--- config.mk ---
export PLATFORM = sky130hd
export DESIGN_NAME = qupls4_decode_rd_group
export DESIGN_NICKNAME = d
export VERILOG_FILES = /design/src/rtl/qupls4_decode_rd_group.sv
export SDC_FILE = /design/constraint.sdc
export NUM_CORES = 1
export LEC_CHECK = 0
export BUFFER_PORTS_ARGS = -buffer_cell sky130_fd_sc_hd__buf_2
export CORE_UTILIZATION = 50
export DETAILED_ROUTE_END_ITERATION = 12
export GPL_ROUTABILITY_DRIVEN = 0
export PLACE_DENSITY = 0.86
export SLEW_MARGIN = 15
export SYNTH_ARGS = -nofsm -noshare
export SYNTH_HDL_FRONTEND = slang
export SYNTH_SLANG_ARGS = --single-unit
export TNS_END_PERCENT = 10
--- constraint.sdc ---
create_clock -name clk -period 2.6 [get_ports clk]
set_input_delay 0.26 -clock clk [delete_from_list [all_inputs] [get_ports clk]]
set_output_delay 0.26 -clock clk [all_outputs]
set_load 0.01 [all_outputs]
--- src/rtl/qupls4_decode_rd_group.sv ---
// Qupls4 destination-register group decoder: per-lane Rd, write/zero/range/youngest flags,
// writer count, registered behind a 2-entry skid buffer.

package Qupls4_pkg;

    typedef logic [6:0] aregno_t;

    typedef enum logic [6:0] {
        OP_NOP,
        OP_BRANCH,
        OP_STORE,
        OP_FLTH,
        OP_FLTS,
        OP_FLTD,
        OP_FLTQ,
        OP_CSR,
        OP_ADDI,
        OP_SUBFI,
        OP_CMPI,
        OP_CMPUI,
        OP_ANDI,
        OP_ORI,
        OP_XORI,
        OP_MULI,
        OP_MULUI,
        OP_DIVI,
        OP_DIVUI,
        OP_SHIFT,
        OP_BSR,
        OP_JSR,
        OP_LDB,
        OP_LDBZ,
        OP_LDW,
        OP_LDWZ,
        OP_LDT,
        OP_LDTZ,
        OP_LOAD,
        OP_LOADA,
        OP_LDV,
        OP_AMO,
        OP_CMPSWAP
    } opcode_t;

    typedef struct packed {
        opcode_t opcode;
        aregno_t Rd;
    } micro_op_t;

endpackage

module qupls4_decode_rd_group
    import Qupls4_pkg::*;
#(
    parameter int unsigned LANES     = 4,
    parameter int unsigned AREG_BITS = 7,
    parameter int unsigned NAREGS    = 128
) (
    input  logic                                 clk,
    input  logic                                 rst_n,
    input  logic                                 flush,
    input  logic                                 in_valid,
    output logic                                 in_ready,
    input  logic [LANES-1:0]                     in_lane_v,
    input  micro_op_t [LANES-1:0]                in_uop,
    output logic                                 out_valid,
    input  logic                                 out_ready,
    output logic [LANES-1:0][AREG_BITS-1:0]      out_rd,
    output logic [LANES-1:0]                     out_rdz,
    output logic [LANES-1:0]                     out_wr,
    output logic [LANES-1:0]                     out_last,
    output logic [$clog2(LANES+1)-1:0]           out_nwr,
    output logic [LANES-1:0]                     out_exc
);

    localparam int unsigned NWR_W = $clog2(LANES + 1);

    typedef struct packed {
        logic [LANES-1:0][AREG_BITS-1:0] rd;
        logic [LANES-1:0]                rdz;
        logic [LANES-1:0]                wr;
        logic [LANES-1:0]                last;
        logic [LANES-1:0]                exc;
        logic [NWR_W-1:0]                nwr;
    } grp_t;

    localparam grp_t GRP_RST = '{rd: '0, rdz: '1, wr: '0, last: '0, exc: '0, nwr: '0};

    typedef enum logic [1:0] {
        ST_EMPTY,
        ST_ONE,
        ST_TWO
    } state_t;

    function automatic logic is_writer(input opcode_t op);
        case (op)
            OP_FLTH, OP_FLTS, OP_FLTD, OP_FLTQ, OP_CSR,
            OP_ADDI, OP_SUBFI, OP_CMPI, OP_CMPUI, OP_ANDI, OP_ORI, OP_XORI,
            OP_MULI, OP_MULUI, OP_DIVI, OP_DIVUI, OP_SHIFT, OP_BSR, OP_JSR,
            OP_LDB, OP_LDBZ, OP_LDW, OP_LDWZ, OP_LDT, OP_LDTZ,
            OP_LOAD, OP_LOADA, OP_LDV, OP_AMO, OP_CMPSWAP: is_writer = 1'b1;
            default:                                       is_writer = 1'b0;
        endcase
    endfunction

    logic [LANES-1:0] w_hit;
    grp_t             w_dec;

    always_comb begin
        w_hit = '0;
        w_dec = '0;
        for (int unsigned i = 0; i < LANES; i++) begin
            w_hit[i]     = in_lane_v[i] & is_writer(in_uop[i].opcode);
            w_dec.rd[i]  = w_hit[i] ? AREG_BITS'(in_uop[i].Rd) : '0;
            w_dec.rdz[i] = ~|w_dec.rd[i];
            // Widened compare folds to 0 when NAREGS covers the whole register space.
            w_dec.exc[i] = w_hit[i] & (32'(w_dec.rd[i]) >= NAREGS);
            w_dec.wr[i]  = w_hit[i] & ~w_dec.rdz[i] & ~w_dec.exc[i];
        end
        for (int unsigned i = 0; i < LANES; i++) begin
            w_dec.last[i] = w_dec.wr[i];
            for (int unsigned j = i + 1; j < LANES; j++) begin
                if (w_dec.wr[j] && (w_dec.rd[j] == w_dec.rd[i])) begin
                    w_dec.last[i] = 1'b0;
                end
            end
            w_dec.nwr = w_dec.nwr + NWR_W'(w_dec.wr[i]);
        end
    end

    state_t r_state;
    state_t w_state_nxt;
    grp_t   r_head;
    grp_t   r_skid;
    logic   w_push;
    logic   w_pop;
    logic   w_ld_head_in;
    logic   w_ld_head_skid;
    logic   w_ld_skid;

    assign in_ready  = (r_state != ST_TWO);
    assign out_valid = (r_state != ST_EMPTY);
    assign w_push    = in_valid & in_ready;
    assign w_pop     = out_valid & out_ready;

    always_ff @(posedge clk or negedge rst_n) begin
        if (!rst_n) begin
            r_state <= ST_EMPTY;
        end else begin
            r_state <= w_state_nxt;
        end
    end

    always_comb begin
        w_state_nxt    = r_state;
        w_ld_head_in   = 1'b0;
        w_ld_head_skid = 1'b0;
        w_ld_skid      = 1'b0;
        if (flush) begin
            w_state_nxt = ST_EMPTY;
        end else begin
            case (r_state)
                ST_EMPTY: begin
                    if (w_push) begin
                        w_state_nxt  = ST_ONE;
                        w_ld_head_in = 1'b1;
                    end
                end
                ST_ONE: begin
                    if (w_push && w_pop) begin
                        w_ld_head_in = 1'b1;
                    end else if (w_push) begin
                        w_state_nxt = ST_TWO;
                        w_ld_skid   = 1'b1;
                    end else if (w_pop) begin
                        w_state_nxt = ST_EMPTY;
                    end
                end
                ST_TWO: begin
                    if (w_pop) begin
                        w_state_nxt    = ST_ONE;
                        w_ld_head_skid = 1'b1;
                    end
                end
                default: w_state_nxt = ST_EMPTY;
            endcase
        end
    end

    always_ff @(posedge clk or negedge rst_n) begin
        if (!rst_n) begin
            r_head <= GRP_RST;
            r_skid <= GRP_RST;
        end else begin
            if (w_ld_head_in) begin
                r_head <= w_dec;
            end else if (w_ld_head_skid) begin
                r_head <= r_skid;
            end
            if (w_ld_skid) begin
                r_skid <= w_dec;
            end
        end
    end

    assign out_rd   = r_head.rd;
    assign out_rdz  = r_head.rdz;
    assign out_wr   = r_head.wr;
    assign out_last = r_head.last;
    assign out_exc  = r_head.exc;
    assign out_nwr  = r_head.nwr;

endmodule
* Word level (Yosys, flattened, before mapping)
Memories as Yosys holds them, arrays and structs flattened. Index checks and enable logic that the tools add are counted.
Storage, ports and cells: memories kept 4, word-level logic and storage cells 100, bits in read-only memories 256, bits in registers 92, input bits 65
Memory list:
- (no name shown) | depth 64, width 1, rd ports 1, clocked after memory_dff 0, write ports 0, RTL line 95 | case (op)
- (no name shown) | depth 64, width 1, rd ports 1, clocked after memory_dff 0, write ports 0, RTL line 95
- (no name shown) | depth 64, width 1, rd ports 1, clocked after memory_dff 0, write ports 0, RTL line 95
- (no name shown) | depth 64, width 1, rd ports 1, clocked after memory_dff 0, write ports 0, RTL line 95
Cells by class: reductions and logical operators 19, equality and inequality tests 13, $add $sub $neg 3, mux-type cells 33, bitwise gates (word level) 10
Operators by type and width (count):
- $mux W47 | 2
- $eq A7 B7 Y1 | 6
- $mux W7 | 4
- $reduce_or A7 Y1 | 4
- $mux W1 | 19
- $mux W2 | 6
- $and A1 B1 Y1 | 10
- $ne A3 B3 Y1 const B | 3
- $logic_and A1 B1 Y1 | 7
- $pmux W2 S3 | 1
- $logic_not A1 Y1 | 4
- $ne A4 B4 Y1 const B | 1
- $reduce_and A4 Y1 | 1
- $reduce_bool A2 Y1 | 2
- $add A2 B1 Y3 | 1
- $add A3 B1 Y3 | 1
- $add A1 B1 Y2 | 1
- $eq A2 B1 Y1 const B | 1
- $eq A2 B2 Y1 const B | 1
- $logic_not A2 Y1 | 1
- $ne A2 B2 Y1 const B | 1
- $pmux W1 S2 | 1

* Longest topological paths before layout
Gate-level depths: netlist of the first run. An unclocked memory read counts as a cell.
depth in word-level cells 11, gate-level depth with buffers 11, gate-level depth less buffers 11

* Least setup slack after synthesis of the first run
Ideal clock, no wire load.
kind input port to flip-flop, start point input port in_uop[9] (netlist name), end point register r_head, in the netlist out_nwr[1], stages 11, setup slack -0.081 ns, arrival time 2.556 ns, data required time 2.476 ns, cells stage by stage or3_1 o22ai_1 nand2_1 a31oi_1 inv_1 fa_1 inv_1 ha_1 ha_1 a22oi_1 nand2_1
RTL lines:
- from (decl) | RTL line 64 | input micro_op_t [LANES-1:0] in_uop,
- to (signal assigned) | RTL line 195 | r_head <= w_dec;
- to (signal assigned) | RTL line 197 | r_head <= r_skid;
- to (decl) | RTL line 132 | grp_t r_head;

==> results.py, run 1 <==
metrics = {
    "grt": {
        "grt_pass1_vias": 4956,
        "largest_net_degree_at_the_start_of_global_routing": 87,
        "grt_use_total_pct": 28.1,
        "overflow": 0,
        "antenna_found_initial": 2,
        "grt_first_pass_wirelength_mm": 24.4,
    },
    "drt": {
        "wl_mm": 14.6,
        "detail_route.drc_violations": 0,
        "route.vias.total": 5056,
        "detail-route-antenna-nets": 0,
        "vias_per_cell": 5.99,
        "initialDrtViolationCount": 412,
        "drt_first_pass_iters": 5,
        "detail_route.wl_per_cell_um": 17.3,
    },
    "die": {
        "fp.dieW_um": 104,
        "floorplan.rows": 36,
        "coreArea_um2": 9950,
        "start_util_pct": 52.5,
        "die_height_um": 104,
        "die_area_um2": 10900,
        "io_pins": 114,
    },
    "yosys": {
        "synth_area_um2": 5230,
        "share_of_synthesized_area_occupied_by_flip_flops_and_latches_pct": 41.3,
        "synthDistinctLibCells": 70,
        "post_synth.cell_area_avg_um2": 8.75,
        "yosys_warnings": 0,
        "count_of_flip_flops_with_a_built_in_enable_after_synthesis": 0,
        "leading_register_cell_type_out_of_synthesis": "dfrtp_1",
        "synthesis.instances": 598,
        "synth_async_reset_ratio_pct": 100,
        "flip_flop_and_latch_count_after_synthesis": 86,
    },
    "finish": {
        "number_of_filler_cells_placed_in_the_layout": 835,
        "drive_gt1_share_pct": 27.2,
        "layout.nets": 772,
        "area_growth_pct": 18.6,
    },
    "run": {
        "total_of_max_cap_violations": 0,
    },
    "pwr": {
        "leakage_uw": 0.00274,
        "power_density_nw_per_um2": 533,
        "irDropWorstVdd_uv": 242,
    },
    "cts": {
        "cts_setup_buffers": 0,
        "clock_latency_ns": 0.35,
        "max-clock-path-buffers": 2,
        "clock_sinks": 86,
        "clk_pin_slew_ns": 0.08,
        "cts_tree": "built",
        "cts_htree_levels": 3,
        "cts.root.buffer_cell": "clkbuf_8",
        "tritoncts_buffers": 9,
    },
    "critical_path": {
        "critPathLaunch": "in_uop[9]",
        "regToRegStartpoint": "r_state[0]$_DFFE_PN0P_",
        "cp_cell_sequence": "buf_2 -> or3_1 -> o22ai_2 -> nand2_1 -> a31oi_2 -> inv_1 -> fa_1 -> inv_1 -> ha_1 -> ha_1 -> a22oi_2 -> nand2_1",
        "category_of_the_critical_setup_timing_path": "input pin to register",
        "crit_path_max_fanout": 2,
        "worst_path_largest_cell_delay_ns": 0.51,
        "worstPathArrival_ns": 2.67,
        "critical_path.slowest_cell": "fa_1",
        "start_kind": "input pin",
        "timing.critical_path.required_ns": 2.84,
        "end_kind": "register",
    },
    "sta": {
        "slew-limit-headroom_pct": 55.8,
        "maximum_clock_frequency_mhz": 413,
        "rsz_0062_raised_after_global_routing": "false",
        "fin_worst_hold_slack_ns": 0.132,
        "finalWorstSetupSlack_ns": 0.178,
        "post-route-period-util_pct": 93.1,
        "report.final.slew_viol_count": 0,
        "timing_hold_violations_final": 0,
        "post-route-min-period_ns": 2.42,
        "tns_ns": 0,
        "setup_viol": 0,
        "worst_clock_skew_ns": 0.0122,
        "tightestPinTransition_ns": 0.662,
    },
    "placed_design": {
        "port_buffers": 109,
        "post-place-ws_ns": -0.236,
        "detailedPlacementHpwl_mm": 10.6,
    },
    "run_status": {
        "outcome": "completed",
    },
    "worst_hold_path": {
        "holdCritStartpoint": "out_ready",
        "worst_min_delay_path_class": "input pin to register",
    },
}
-- stage by stage --
stage	instance area [um2]	util, %	cells	power [uW]
after global placement	5970	60.0	824	2350
after global routing	6200	62.3	844	3470
after detailed placement	5970	60.0	824	2390
after CTS	6160	61.9	840	3310
after floorplan	5250	-	601	2070
final	6200	62.3	844	3310
-- cells by family after synthesis --
| group | Yosys count | share of synthesized area, % |
|---|---|---|
| adders and majority gates | 3 | 0.861 |
| AOI/OAI and AO/OA | 163 | 20.9 |
| and+or+nand+nor | 240 | 22.5 |
| buffers and inverters | 59 | 5.91 |
| DFF | 86 | 41.3 |
| muxes | 23 | 4.59 |
| other | 1 | 0.0717 |
| xor gates and xnor gates | 23 | 3.85 |
-- critical path: cells and delay by family --
kind / cells / cell delay, ns
buffers and inverters: 3 / 0.25
adder cells (fa/ha/maj): 3 / 0.99
AND/OR/NAND/NOR: 3 / 0.60
AO/OA/AOI/OAI: 3 / 0.57
-- power by group --
part / switching, uW / total, uW / internal [uW]
registers: 91.3 / 1600 / 1510
logic: 444 / 782 / 338
clock network: 455 / 927 / 472
total: 990 / 3310 / 2320
-- registers in the layout, indices dropped and copies added (netlist names) --
signal    cells
r_skid       42
r_state       2
out_rd       28
out_nwr       3
out_wr        4
out_last      3
out_rdz       4
-- Yosys cell counts (2+ instances only) --
cell | number | area (um2)
clkbuf_8 | 3 | 41.3
mux2_2 | 4 | 45.0
a221oi_2 | 2 | 30.0
inv_1 | 4 | 15.0
mux2i_1 | 18 | 180
o31ai_1 | 6 | 45.0
o22a_1 | 2 | 17.5
and2_1 | 2 | 12.5
a22oi_1 | 7 | 52.6
o2bb2ai_1 | 5 | 43.8
or3_1 | 2 | 12.5
xnor2_1 | 19 | 166
nand3b_1 | 5 | 37.5
and3_1 | 3 | 18.8
a2111oi_0 | 4 | 35.0
a21oi_1 | 29 | 145
nor3b_1 | 5 | 37.5
nor2_1 | 47 | 176
nand3_1 | 29 | 145
and2_0 | 2 | 12.5
nand2_1 | 88 | 330
dfstp_2 | 8 | 210
dfrtp_1 | 78 | 1950
nor2b_1 | 27 | 169
o21bai_1 | 3 | 22.5
nor4bb_1 | 4 | 40.0
ha_1 | 2 | 25.0
clkbuf_1 | 33 | 124
o211ai_1 | 6 | 45.0
a21o_1 | 2 | 15.0
buf_2 | 6 | 30.0
o21ai_0 | 45 | 225
buf_4 | 8 | 60.1
nand2b_1 | 5 | 31.3
o22ai_1 | 5 | 31.3
buf_1 | 2 | 7.51
xor2_1 | 4 | 35.0
a31oi_1 | 10 | 62.6
nor3_1 | 10 | 50.1
a211oi_1 | 20 | 150
a32oi_1 | 5 | 43.8
-- repair_timing --
action,4_1_cts,5_1_grt
endpoints found under the setup margin,0,1
hold buffers,0,1
gates resized for setup,0,1
endpoints found under the hold margin,0,40
-- layer usage --
layer / vias up / track usage (%) / share of wire (%)
met5: - / 0 / 0
met4: 0 / 13.4 / 3.8
met3: 43 / 5.58 / 8.7
met2: 297 / 43.9 / 46
met1: 2387 / 37.5 / 41
li1: 2329 / - / -
-- layout by cell type, fill, tap and decap left out, types with 18 or more instances in the layout --
cell type / synthesis / layout
dfrtp_1: 78 / 78
nor2_1: 47 / 47
a21oi_1: 29 / 29
buf_4: 8 / 36
a211oi_1: 20 / 20
nand3_1: 29 / 29
nor2b_1: 27 / 27
buf_2: 6 / 108
xnor2_1: 19 / 19
o21ai_0: 45 / 45
mux2i_1: 18 / 18
nand2_1: 88 / 88
-- worst paths after layout --
| kind | to | slack [ns] | depth (start not counted) |
|---|---|---|---|
| worst min register to register | r_skid[9]$_DFFE_PN0P_ | 0.48 | 2 |
| min in group asynchronous | out_wr[2]$_DFFE_PN0P_ | 0.43 | 2 |
| worst max register to register | out_last[0]$_DFFE_PN0P_ | 0.77 | 6 |
| worst max-delay path | out_nwr[1]$_DFFE_PN0P_ | 0.18 | 12 |
| worst min-delay path | r_state[1]$_DFFE_PN0P_ | 0.13 | 2 |
| max in group asynchronous | r_skid[15]$_DFFE_PN1P_ | 1.49 | 3 |
-- final cells by class --
class	instances	area [um2]	share of cell area [%]
tap	133	166	2.68
clock buffer	13	149	2.40
inverter	4	15.0	0.242
clock inverter	3	43.8	0.706
multi-input combinational	456	2800	45.2
timing repair buffer	147	861	13.9
antenna	2	5.00	0.0807
sequential	86	2160	34.8
Note: power is estimated with default switching activity, not from simulation.
==> run 2, diff against run 1 <==
--- a/config.mk
+++ b/config.mk
@@ -6,6 +6,7 @@
 export NUM_CORES = 1
 export LEC_CHECK = 0
 export BUFFER_PORTS_ARGS = -buffer_cell sky130_fd_sc_hd__buf_2
+export CORE_MARGIN = 5
 export CORE_UTILIZATION = 50
 export DETAILED_ROUTE_END_ITERATION = 12
 export GPL_ROUTABILITY_DRIVEN = 0
==> run 2 against run 1 <==
Effect of this change:
- fmax increased by 2.0%
- core utilization down 1.7 points
- combinational power about the same
- non-clock buffer count decreased by 2
==> results.py, run 2 (synthesis results as in run 1) <==
metrics = {
    "worst_hold_path": {
        "worst_min_delay_path_class": "input pin to register",
        "worst_hold_path.endpoint": "r_state[1]$_DFFE_PN0P_",
        "holdCritStartpoint": "out_ready",
        "min_delay_path_depth": 2,
    },
    "die": {
        "fp.dieW_um": 112,
        "die_height_um": 112,
        "coreArea_um2": 10300,
        "floorplan.rows": 37,
        "io_pins": 114,
        "die_area_um2": 12600,
        "start_util_pct": 50.9,
    },
    "sta": {
        "setup_viol": 0,
        "report.final.slew_viol_count": 0,
        "fin_worst_hold_slack_ns": 0.116,
        "timing_hold_violations_final": 0,
        "maximum_clock_frequency_mhz": 421,
        "post-route-min-period_ns": 2.37,
        "post-route-period-util_pct": 91.3,
        "worst_clock_skew_ns": 0.0134,
        "rsz_0062_raised_after_global_routing": "false",
        "tns_ns": 0,
        "tightestPinTransition_ns": 0.766,
        "slew-limit-headroom_pct": 48.9,
    },
    "drt": {
        "drt_first_pass_iters": 8,
        "detail_route.drc_violations": 0,
        "wl_mm": 14.7,
        "route.vias.total": 5040,
        "vias_per_cell": 5.96,
        "detail-route-antenna-nets": 0,
        "initialDrtViolationCount": 624,
        "detail_route.wl_per_cell_um": 17.4,
    },
    "cts": {
        "clk_pin_slew_ns": 0.09,
        "clock_latency_ns": 0.37,
        "cts.root.buffer_cell": "clkbuf_8",
        "tritoncts_buffers": 9,
        "cts_tree": "built",
        "max-clock-path-buffers": 2,
        "cts_setup_buffers": 0,
        "clock_sinks": 86,
        "cts_htree_levels": 3,
    },
    "finish": {
        "drive_gt1_share_pct": 27.3,
        "area_growth_pct": 19.2,
        "top_register": "r_skid",
        "flip_flop_count_of_the_largest_register_all_copies_and_words_added": 42,
        "leading_cell_type_in_the_layout_fill_and_taps_excluded": "buf_2",
        "number_of_filler_cells_placed_in_the_layout": 911,
        "finalNonFillerCells": 845,
        "layout.nets": 770,
        "highest_count_cells_in_the_layout_ignoring_fill_and_taps": "108 x buf_2, 88 x nand2_1, 78 x dfrtp_1, 47 x nor2_1, 45 x o21ai_0",
        "utilization_pct": 60.7,
    },
    "pwr": {
        "switchingPower_uw": 1010,
        "power_density_nw_per_um2": 564,
        "report.power.total_uw": 3520,
        "leakage_uw": 0.00276,
        "irDropWorstVdd_uv": 226,
        "comb_power_share_pct": 22.2,
        "power.clock.fraction_pct": 32.5,
        "pwr-share-seq_pct": 45.4,
        "p_int_uw": 2510,
        "power_switching_share_pct": 28.7,
    },
    "critical_path": {
        "timing.critical_path.required_ns": 2.87,
        "worst_path_largest_cell_delay_ns": 0.51,
        "start_kind": "input pin",
        "end_kind": "register",
        "r2r_cells": 6,
        "reg2reg_to": "out_last[0]$_DFFE_PN0P_",
        "crit_buf_inv": 3,
        "crit_path_max_fanout": 2,
        "worstPathArrival_ns": 2.64,
        "category_of_the_critical_setup_timing_path": "input pin to register",
        "cpLargestDelayFamily": "adder cells",
        "regToRegStartpoint": "r_state[0]$_DFFE_PN0P_",
        "cp_cell_sequence": "buf_2 -> or3_1 -> o22ai_2 -> nand2_1 -> a31oi_2 -> inv_1 -> fa_1 -> inv_1 -> ha_1 -> ha_1 -> a22oi_1 -> nand2_1",
        "critical_path.slowest_cell": "fa_1",
        "worst-r2r-setup-slack_ns": 0.75,
    },
    "grt": {
        "antenna_found_initial": 2,
        "largest_net_degree_at_the_start_of_global_routing": 87,
        "grt_pass1_vias": 4902,
        "overflow": 0,
        "grt_first_pass_wirelength_mm": 24.3,
        "grt_use_total_pct": 23.6,
    },
    "run": {
        "total_of_max_cap_violations": 0,
    },
    "placed_design": {
        "port_buffers": 109,
        "detailedPlacementHpwl_mm": 10.8,
        "place.detailed.instances": 826,
    },
    "run_status": {
        "outcome": "completed",
    },
}
[run 2: changes by cell type in the layout (fill, tap and decap cells not counted)]
cell | previous run | this run
buf_6 | 0 | 1
clkinv_2 | 1 | 2
buf_4 | 36 | 34
a22oi_1 | 6 | 7
buf_12 | 2 | 1
clkbuf_1 | 3 | 0
a22oi_2 | 1 | 0
bufinv_16 | 1 | 3
[run 2: power by group through the flow]
stage	Combinational, uW	Sequential (uW)	Clock (uW)
2_1_floorplan	426	1650	0
3_3_place_gp	742	1610	0
4_1_cts	773	1600	1160
5_1_grt	864	1610	1220
3_5_place_dp	767	1620	0
6_report	779	1600	1140
[run 2: worst max-delay path by stage]
stage | cells after the start | to | startpoint
CTS | 12 | out_nwr[1]$_DFFE_PN0P_ | in_uop[9]
floorplan | 11 | out_nwr[1]$_DFFE_PN0P_ | in_uop[9]
finish | 12 | out_nwr[1]$_DFFE_PN0P_ | in_uop[9]
detailed placement | 12 | out_nwr[1]$_DFFE_PN0P_ | in_uop[9]
global route | 12 | out_nwr[1]$_DFFE_PN0P_ | in_uop[9]
global placement | 12 | out_nwr[1]$_DFFE_PN0P_ | in_uop[9]
[run 2: final cells by class]
type / instances / area [um2] / area share [%]
multi-input cells: 456 / 2800 / 44.9
repair buffers: 145 / 837 / 13.4
flip-flops and latches: 86 / 2160 / 34.7
diodes: 2 / 5.00 / 0.0803
well taps: 136 / 170 / 2.73
clock buffers: 10 / 138 / 2.21
inverters: 4 / 15.0 / 0.241
clock inverters: 6 / 109 / 1.75
[run 2: worst register-to-register path, delay by kind of cell (launching register included)]
family          cells  cell delay, ns
buf+inv             1            0.32
simple gates        3            0.65
compound gates      2            0.36
flops               1            0.43
[run 2: what timing repair did]
item | CTS | global route
gates resized for setup | 0 | 0
endpoints found under the hold margin | 0 | 1
hold buffers | 0 | 1
[run 2: per-layer routing]
| layer | wire [um] | up-vias | global-route usage, % |
|---|---|---|---|
| li1 | - | 2332 | - |
| met1 | 5920 | 2326 | 31.6 |
| met2 | 6710 | 311 | 35.6 |
| met3 | 1440 | 71 | 6.04 |
| met4 | 669 | 0 | 11.9 |
| met5 | 0 | - | 0 |
[run 2: per-stage QoR]
step	instance area, um2	setup WS (ns)
after floorplan	5250	0.00603
after global placement	5970	-0.0677
after detailed placement	5970	-0.138
after CTS	6210	0.264
after global routing	6230	0.136
final	6230	0.227
==> run 3, diff against run 2 <==
--- a/config.mk
+++ b/config.mk
@@ -10,7 +10,7 @@
 export CORE_UTILIZATION = 50
 export DETAILED_ROUTE_END_ITERATION = 12
 export GPL_ROUTABILITY_DRIVEN = 0
-export PLACE_DENSITY = 0.86
+export PLACE_DENSITY = 0.89
 export SLEW_MARGIN = 15
 export SYNTH_ARGS = -nofsm -noshare
 export SYNTH_HDL_FRONTEND = slang
==> constraint.sdc (replaced) <==
create_clock -name clk -period 1.9 [get_ports clk]
set_input_delay 0.19 -clock clk [delete_from_list [all_inputs] [get_ports clk]]
set_output_delay 0.19 -clock clk [all_outputs]
set_load 0.01 [all_outputs]
==> run 3 against run 2 <==
Effect of this change:
- the run now ends with negative setup slack left
- count of clock-buffer cells in the layout is 2 higher
- critical path depth is the same
- combinational power is 57% higher
- worst setup slack worse by 0.42 ns
- sequential power increased by 37%
==> results.py, run 3 (synthesis results as in run 1) <==
metrics = {
    "worst_hold_path": {
        "worst_hold_path.endpoint": "r_state[1]$_DFFE_PN0P_",
        "min_delay_path_depth": 2,
        "holdCritStartpoint": "out_ready",
        "worst_min_delay_path_class": "input pin to register",
    },
    "finish": {
        "drive_gt1_share_pct": 35.8,
        "flip_flop_count_of_the_largest_register_all_copies_and_words_added": 42,
        "layout.nets": 832,
        "highest_count_cells_in_the_layout_ignoring_fill_and_taps": "106 x buf_2, 93 x buf_4, 83 x nand2_1, 78 x dfrtp_1, 46 x nor2_1",
        "area_growth_pct": 31.0,
        "finish.instance_area_um2": 6850,
        "antenna-diode-count": 0,
        "top_register": "r_skid",
        "leading_cell_type_in_the_layout_fill_and_taps_excluded": "buf_2",
    },
    "run_status": {
        "failed_checks": "negative setup slack",
        "outcome": "complete, but fails checks",
    },
    "drt": {
        "wl_mm": 16.9,
        "route.vias.total": 5534,
        "wl_met3_mm": 1.65,
        "route.top_layer_used": "met4",
        "wl_met2_mm": 7.90,
        "detail-route-antenna-nets": 0,
        "drt_first_pass_iters": 7,
        "detail_route.wl_per_cell_um": 18.7,
        "met1Wirelength_mm": 6.21,
        "initialDrtViolationCount": 749,
        "detail_route.drc_violations": 0,
        "vias_per_cell": 6.11,
    },
    "placed_design": {
        "detailedPlacementHpwl_mm": 12.1,
        "place_area_um2": 6450,
        "port_buffers": 109,
    },
    "die": {
        "start_util_pct": 50.9,
        "io_pins": 114,
        "die_height_um": 112,
        "floorplan.rows": 37,
        "coreArea_um2": 10300,
        "fp.dieW_um": 112,
        "die_area_um2": 12600,
    },
    "pwr": {
        "leakage_uw": 0.00307,
        "irDropWorstVdd_uv": 419,
        "report.power.total_uw": 4760,
        "power_density_nw_per_um2": 695,
    },
    "sta": {
        "finalWorstSetupSlack_ns": -0.197,
        "post-route-min-period_ns": 2.10,
        "tns_ns": -1.08,
        "post-route-period-util_pct": 110,
        "worst_clock_skew_ns": 0.00414,
        "report.final.slew_viol_count": 0,
        "tightestPinTransition_ns": 0.548,
        "setup_viol": 12,
        "fin_worst_hold_slack_ns": 0.0755,
        "rsz_0062_raised_after_global_routing": "true",
        "maximum_clock_frequency_mhz": 477,
        "slew-limit-headroom_pct": 63.5,
        "timing_hold_violations_final": 0,
    },
    "critical_path": {
        "worstPathArrival_ns": 2.36,
        "reg2reg_to": "out_last[0]$_DFFE_PN0P_",
        "start_kind": "input pin",
        "end_kind": "register",
        "crit_path_max_fanout": 2,
        "worst-r2r-setup-slack_ns": 0.09,
        "regToRegStartpoint": "r_state[0]$_DFFE_PN0P_",
        "r2r_cells": 6,
        "timing.critical_path.required_ns": 2.16,
        "category_of_the_critical_setup_timing_path": "input pin to register",
    },
    "grt": {
        "overflow": 0,
        "grt_first_pass_wirelength_mm": 27.1,
        "largest_net_degree_at_the_start_of_global_routing": 58,
        "grt_use_total_pct": 26.3,
        "grt_pass1_vias": 5493,
        "antenna_found_initial": 0,
    },
    "cts": {
        "max-clock-path-buffers": 2,
        "cts_tree": "built",
        "clock_latency_ns": 0.36,
        "cts.root.buffer_cell": "clkbuf_8",
        "clock_sinks": 86,
        "clk_pin_slew_ns": 0.08,
        "tritoncts_buffers": 9,
        "cts_htree_levels": 3,
    },
    "run": {
        "total_of_max_cap_violations": 0,
    },
}
## run 3: cell count changes in the layout (fill, tap and decap cells not counted), sizes merged
cell	delta
clkinv	-3
buf	+62
diode	-2
inv	+1
bufinv	-2
clkbuf	+2
clkinvlp	+2
## run 3: worst max-delay path by stage
stage	start	endpoint	slack (ns)	cells after the start
2_1_floorplan	in_uop[7]	out_nwr[1]$_DFFE_PN0P_	-0.48	11
3_3_place_gp	in_uop[7]	out_nwr[1]$_DFFE_PN0P_	-0.58	12
3_5_place_dp	in_uop[7]	out_nwr[1]$_DFFE_PN0P_	-0.67	12
4_1_cts	in_uop[11]	out_nwr[1]$_DFFE_PN0P_	-0.20	12
5_1_grt	in_uop[11]	out_nwr[1]$_DFFE_PN0P_	-0.26	12
6_report	in_uop[11]	out_nwr[1]$_DFFE_PN0P_	-0.20	12
## run 3: final cells by class
class	instances	area [um2]
clock inverter	4	53.8
multi-input combinational	456	2950
fill	790	3430
inverter	4	15.0
tap	136	170
sequential	86	2160
clock buffer	12	155
timing repair buffer	207	1350
## run 3: power by group
| part | internal, uW | leakage [uW] | total, uW | switching, uW |
|---|---|---|---|---|
| Sequential | 2070 | 0.00111 | 2190 | 125 |
| Combinational | 546 | 0.00186 | 1220 | 675 |
| Clock | 685 | 0.0000992 | 1350 | 668 |
| Total | 3300 | 0.00307 | 4760 | 1470 |
## run 3: critical path, stage by stage
cell and delay [ns]:
buf_6 0.09, or3_4 0.39, o22ai_4 0.19, nand2_2 0.09, a31oi_4 0.17, inv_2 0.07, fa_1 0.53, inv_2 0.05
ha_4 0.16, ha_4 0.21, a22oi_2 0.14, nand2_1 0.06
## run 3: stage by stage
step	instances	util, %	worst slack (ns)
after floorplan	601	-	-0.477
after global placement	878	62.7	-0.580
after detailed placement	878	62.7	-0.666
after CTS	903	66.0	-0.196
after global routing	905	66.6	-0.259
final	905	66.6	-0.197
## run 3: what timing repair did
item	CTS	global route
endpoints found under the hold margin	40	0
gates resized for setup	15	11
hold buffers	1	0
setup endpoints to repair	9	38
pin swaps	11	2
buffers inserted	8	2
## run 3: metal layers
layer | track usage [%] | vias up
met1 | 32.1 | 2580
met3 | 6.31 | 122
met5 | 0 | -
met4 | 16.3 | 0
met2 | 42.0 | 391
li1 | - | 2441
